## config.mk

```make
export PLATFORM = sky130hd
export DESIGN_NAME = abs_pipe
export DESIGN_NICKNAME = d
export VERILOG_FILES = /design/src/rtl/abs_pipe.sv
export SDC_FILE = /design/constraint.sdc
export NUM_CORES = 1
export LEC_CHECK = 0
export BUFFER_PORTS_ARGS = -buffer_cell sky130_fd_sc_hd__buf_2
export CAP_MARGIN = 25
export CORE_MARGIN = 2
export CORE_UTILIZATION = 35
export DETAILED_ROUTE_END_ITERATION = 6
export PLACE_DENSITY = 0.6
export RECOVER_POWER = 50
export SLEW_MARGIN = 40
export SYNTH_ARGS = -nofsm -noshare
export SYNTH_HDL_FRONTEND = slang
export SYNTH_SLANG_ARGS = --single-unit
```

## constraint.sdc

```tcl
create_clock -name clock -period 2.7 [get_ports clock]
set_clock_uncertainty 0.2 [all_clocks]
set_input_delay 0 -clock clock [delete_from_list [all_inputs] [get_ports clock]]
set_output_delay 0 -clock clock [all_outputs]
set_load 0.01 [all_outputs]
```

## src/rtl/abs_pipe.sv

```systemverilog
// abs_pipe: registered sign-magnitude preprocessor for the divider (valid/ready on both sides).
// Optional two-entry skid buffer selected by defining ABS_PIPE_SKID_EN.
`default_nettype none

module abs_pipe #(
   parameter int WIDTH = 32
) (
   input  logic             clock,
   input  logic             reset,
   input  logic             io_in_valid,
   output logic             io_in_ready,
   input  logic [WIDTH-1:0] io_in_bits_a,
   input  logic [WIDTH-1:0] io_in_bits_b,
   input  logic             io_in_bits_signed,
   input  logic             io_in_bits_narrow,
   output logic             io_out_valid,
   input  logic             io_out_ready,
   output logic [WIDTH-1:0] io_out_bits_aOut,
   output logic [WIDTH-1:0] io_out_bits_bOut,
   output logic             io_out_bits_aSign,
   output logic             io_out_bits_bSign,
   output logic             io_out_bits_divZero,
   output logic             io_out_bits_overflow
);

   localparam int              HALF    = WIDTH / 2;
   localparam int              RW      = 2 * WIDTH + 4;
   localparam logic [WIDTH-1:0] ONE     = WIDTH'(1);
   localparam logic [WIDTH-1:0] LO_MASK = {{HALF{1'b0}}, {HALF{1'b1}}};

   logic [WIDTH-1:0] mask;
   logic [WIDTH-1:0] a_eff;
   logic [WIDTH-1:0] b_eff;
   logic [WIDTH-1:0] a_mag;
   logic [WIDTH-1:0] b_mag;
   logic [WIDTH-1:0] min_neg;
   logic             a_sign;
   logic             b_sign;
   logic             div_zero;
   logic             overflow;
   logic [RW-1:0]    res;

   // Masking to the effective width makes the negate wrap modulo 2^N in both modes.
   always_comb begin
      mask     = io_in_bits_narrow ? LO_MASK : '1;
      a_eff    = io_in_bits_a & mask;
      b_eff    = io_in_bits_b & mask;
      a_sign   = io_in_bits_signed &
                 (io_in_bits_narrow ? io_in_bits_a[HALF-1] : io_in_bits_a[WIDTH-1]);
      b_sign   = io_in_bits_signed &
                 (io_in_bits_narrow ? io_in_bits_b[HALF-1] : io_in_bits_b[WIDTH-1]);
      a_mag    = a_sign ? ((~a_eff + ONE) & mask) : a_eff;
      b_mag    = b_sign ? ((~b_eff + ONE) & mask) : b_eff;
      min_neg  = io_in_bits_narrow ? (ONE << (HALF - 1)) : (ONE << (WIDTH - 1));
      div_zero = (b_eff == '0);
      overflow = io_in_bits_signed && (a_eff == min_neg) && (b_eff == mask);
      res      = {a_mag, b_mag, a_sign, b_sign, div_zero, overflow};
   end

   logic          in_fire;
   logic          out_fire;
   logic [RW-1:0] main_q;
   logic [RW-1:0] main_d;
   logic          valid_q;
   logic          valid_d;

   assign in_fire  = io_in_valid && io_in_ready;
   assign out_fire = valid_q && io_out_ready;

`ifdef ABS_PIPE_SKID_EN
   logic [RW-1:0] skid_q;
   logic [RW-1:0] skid_d;
   logic          skid_valid_q;
   logic          skid_valid_d;

   assign io_in_ready = !skid_valid_q;

   // Main slot refills from skid first so ordering stays FIFO.
   always_comb begin
      main_d       = main_q;
      valid_d      = valid_q;
      skid_d       = skid_q;
      skid_valid_d = skid_valid_q;
      if (!valid_q || out_fire) begin
         if (skid_valid_q) begin
            main_d       = skid_q;
            valid_d      = 1'b1;
            skid_valid_d = 1'b0;
         end else if (in_fire) begin
            main_d  = res;
            valid_d = 1'b1;
         end else begin
            valid_d = 1'b0;
         end
      end else if (in_fire) begin
         skid_d       = res;
         skid_valid_d = 1'b1;
      end
   end

   always_ff @(posedge clock or negedge reset) begin
      if (!reset) begin
         main_q       <= '0;
         valid_q      <= 1'b0;
         skid_q       <= '0;
         skid_valid_q <= 1'b0;
      end else begin
         main_q       <= main_d;
         valid_q      <= valid_d;
         skid_q       <= skid_d;
         skid_valid_q <= skid_valid_d;
      end
   end
`else
   assign io_in_ready = !valid_q || io_out_ready;

   always_comb begin
      main_d  = main_q;
      valid_d = valid_q;
      if (in_fire) begin
         main_d  = res;
         valid_d = 1'b1;
      end else if (out_fire) begin
         valid_d = 1'b0;
      end
   end

   always_ff @(posedge clock or negedge reset) begin
      if (!reset) begin
         main_q  <= '0;
         valid_q <= 1'b0;
      end else begin
         main_q  <= main_d;
         valid_q <= valid_d;
      end
   end
`endif

   assign io_out_valid = valid_q;
   assign {io_out_bits_aOut, io_out_bits_bOut, io_out_bits_aSign,
           io_out_bits_bSign, io_out_bits_divZero, io_out_bits_overflow} = main_q;

endmodule

`default_nettype wire

```

==> flow_results.org <==
** Global route
- The number of antenna violations at the first check in global routing came to 0.
- Overflow left after global routing :: 0
- Number of global-route vias before repair :: 4382
- Global-route wire length before repair :: 22300 µm
- Largest net degree at the start of global routing :: 59
- Across every metal layer, demand over resource in global routing totals 21.8%.

** Power and ir drop
- Internal portion of total power :: 0.00220 W
- In this run switching power makes up 30.7% of total power.
- In this run, flip-flops and latches consume 39.7% of the power.
- IR analysis of the VDD net gives a maximum drop of 0.000294 V.
- Leakage dissipation :: 2.66 nW
- For this design the total switching power over the nets is 0.000974 W.
- Of the total power, the clock network draws 34.7%.
- The share of total power dissipated in combinational logic is 25.7%.
- Pwr Density :: 520 nW/µm²

** Floorplanning
- The die is 113 µm wide.
- The core region is 11600 µm².
- Top-Level Pins :: 140
- Row count :: 39
- Starting density of the core :: 36.2%
- Vertical die dimension :: 113 µm
- The die covers 12800 µm².

** Yosys
- Post-synthesis register bit count :: 69
- By area the synthesized netlist is led by sky130_fd_sc_hd__dfrtp_1 (41%), sky130_fd_sc_hd__o21ai_0 (8.0%), sky130_fd_sc_hd__xor2_1 (8.0%).
- Synthesis produced a netlist with a net count of 553.
- Sequential cells were found to cover 41.3% of the synthesized design area.
- Share of Yosys cell area claimed by the top area cell type :: 41.3%
- Counting distinct cell types in the post-synthesis netlist gives 48.
- Synthesis produced a netlist whose cell count is 480.
- Counting flops with an async set or reset pin after synthesis yields a share of 100%.
- In the post-synthesis netlist, the cell with the most instances is sky130_fd_sc_hd__nand2_1.
- Averaged over all synthesized cells, the footprint is 8.72 µm².
- Most used flip-flop cell after synthesis :: sky130_fd_sc_hd__dfrtp_1
- Summed over all instances, the cell type with the most area after synthesis is sky130_fd_sc_hd__dfrtp_1.
- By count the netlist is led by sky130_fd_sc_hd__nand2_1 (76), sky130_fd_sc_hd__dfrtp_1 (69), sky130_fd_sc_hd__o21ai_0 (67).
- Yosys warning total :: 0
- Yosys mapped a number of flops with a built-in enable equal to 0.
- Synthesized cell area :: 4180 µm²

** Worst setup path
- The worst setup path is of the in2reg kind.
- At the worst endpoint, the arrival time is 2.67 ns.
- Endpoint type of the worst setup path :: flip-flop
- The worst register-to-register path has a depth of 7.
- Required time of the worst setup path :: 2.77 ns
- Of all nets on the critical path, the largest fanout is 10.
- STA classifies the critical path startpoint as an input pin.

** STA
- Worst Setup Slack, final :: 0.105 ns
- Final hold vios :: 0
- Setup repair after global routing left no endpoint under its margin.
- Remaining max-slew budget at the tightest pin :: -24.1%
- Total setup violations reported at the end of the flow :: 0
- The final critical path takes up 96.1% of the cycle.
- Max Clk Rate :: 385 MHz
- Total Neg Setup Slack :: 0 ns
- The worst path needs 2.60 ns of the cycle, external delays included.
- The count of pins over their slew limit was 35.
- For the pin with the worst max-slew slack, the measured transition is 1.86 ns.

** Clocking
- TritonCTS Buffers :: 9
- Clock tree sinks :: 69
- Clock transition at the registers of the reported paths :: 0.06 ns
- Counting along the longest clock path gives a buffer depth of 2.
- The clock tree synthesis step divided the H-tree into 3 levels.
- Setup Buffers After CTS :: 0
- TritonCTS clock tree :: built
- Clock tree synthesis selected as its root buffer the cell sky130_fd_sc_hd__clkbuf_16.
- Clock latency on the worst-skew pair, taken at its later pin, is 0.33 ns.

** Detailed routing
- For this block, the initial DRC count from the detailed router was 316.
- In the routed layout, each cell is associated on average with a via count of 5.40.
- The final route contains 4554 vias.
- DRT Pass-1 Iters :: 5
- Summed over all layers, the routed wires come to 14000 µm.
- Dividing the detail-routed wire length by the instance count gives 16.6 µm.
- After detailed routing, the number of remaining DRC violations is 0.
- The count of nets left with antenna violations once routing finished came out at 0.

** Final layout
- Counting the fill cells in the layout gives 1092.
- In the final design database the tool counted 769 nets.
- For this run, the number of standard cells in the final layout without fillers is 844.
- The number of antenna diodes in the final layout is 0.
- Share of post-route cells with drive strength above 1 :: 21.8%
- Area Growth Syn to Fin :: 46.1%

** Job
- Reported max-cap violation count :: 1

** Placement
- Before CTS, the worst setup slack after placement is 0.216 ns.
- Placed instance count :: 751
- The wire-length estimate of the detail-placed layout is 9620 µm.
- Routability-driven placement finished with a final weighted congestion of 0.856.
- In this run the tool buffered the top-level ports with 139 buffer cells.

** Status
- Violations in the final reports :: max-capacitance violations, max-slew violations
- Outcome :: complete, but fails checks

** Hold path
- Hold depth :: 5
- HP Class :: in2reg
[cells by family after synthesis]
family          Yosys count  share of synthesized area, %
compound gates          143                          21.7
simple gates            170                          20.2
buf+inv                  36                          3.41
xor+xnor                 56                          11.7
fa+ha+maj                 3                         0.897
mux                       3                         0.807
flops                    69                          41.3
[per-layer routing]
layer	part of all wire (%)	GRT usage, %
met5	0	0
met4	1.5	7.15
met3	5.0	3.64
met2	50	36.9
met1	44	28.5
[state kept, by name, summed over array words and instances, names as in the netlist]
| name | cells |
|---|---|
| io_out_valid | 1 |
| main_q | 68 |
[power by group through the flow]
stage,registers [W],clock network [W],logic [W]
6_report,0.00126,0.00110,0.000815
5_1_grt,0.00128,0.00118,0.000900
4_1_cts,0.00126,0.00113,0.000830
3_5_place_dp,0.00127,0,0.000731
3_3_place_gp,0.00127,0,0.000720
2_1_floorplan,0.00134,0,0.000304
[critical path, cell delays in order]
cell and delay [ns]:
sky130_fd_sc_hd__dlygate4sd3_1 0.56, sky130_fd_sc_hd__buf_2 0.16, sky130_fd_sc_hd__nor4_2 0.28, sky130_fd_sc_hd__buf_4 0.21, sky130_fd_sc_hd__nand4_2 0.27, sky130_fd_sc_hd__o41ai_1 0.43
sky130_fd_sc_hd__a32o_1 0.20, sky130_fd_sc_hd__dlygate4sd3_1 0.54
[cell type report]
type / instances / area (µm²) / area share [%]
tap: 143 / 179 / 2.93
sequential: 69 / 1730 / 28.3
clock inverter: 1 / 5.00 / 0.0819
clock buffer: 15 / 268 / 4.38
multi-input combinational: 375 / 2370 / 38.7
timing repair buffer: 231 / 1530 / 25.0
inverter: 10 / 37.5 / 0.614
[layout by cell type (no fill, tap or decap), drive strengths merged, types with 4 or more instances in the layout]
| cell | n |
|---|---|
| buf | 117 |
| dlygate4sd3 | 77 |
| nand2 | 76 |
| dfrtp | 69 |
| o21ai | 68 |
| clkbuf | 52 |
| xor2 | 38 |
| nor2 | 29 |
| o31ai | 25 |
| xnor2 | 18 |
| nor4 | 18 |
| a21oi | 17 |
| nand4 | 12 |
| o41ai | 11 |
| inv | 10 |
| nor3 | 9 |
| a31oi | 7 |
| nand3 | 4 |
| o211ai | 4 |
[final timing paths]
check,slack (ns),endpoint,from
worst max register to register,0.35,main_q[62],io_out_valid
worst min register to register,0.27,main_q[44],main_q[44]
min in group asynchronous,0.27,main_q[28],reset
worst max-delay path,0.10,main_q[35],io_in_bits_b[5]
max in group asynchronous,0.58,main_q[42],reset
worst min-delay path,0.13,main_q[33],io_in_bits_narrow
[timing repair]
| item | CTS | global route |
|---|---|---|
| hold buffers | 77 | 0 |
| endpoints found under the setup margin | 0 | 6 |
| endpoints found under the hold margin | 136 | 0 |
| gates resized for setup | 0 | 8 |
[stage by stage]
step / hold WS (ns) / area (µm²) / utilization [%] / total power, W
2_1_floorplan: -0.496 / 4180 / - / 0.00164
3_3_place_gp: -0.130 / 5070 / 43.9 / 0.00199
3_5_place_dp: -0.124 / 5070 / 43.9 / 0.00200
4_1_cts: 0.0581 / 6120 / 52.9 / 0.00322
5_1_grt: 0.200 / 6110 / 52.8 / 0.00335
6_report: 0.129 / 6110 / 52.8 / 0.00318
Power figures use the tool's default switching activity.
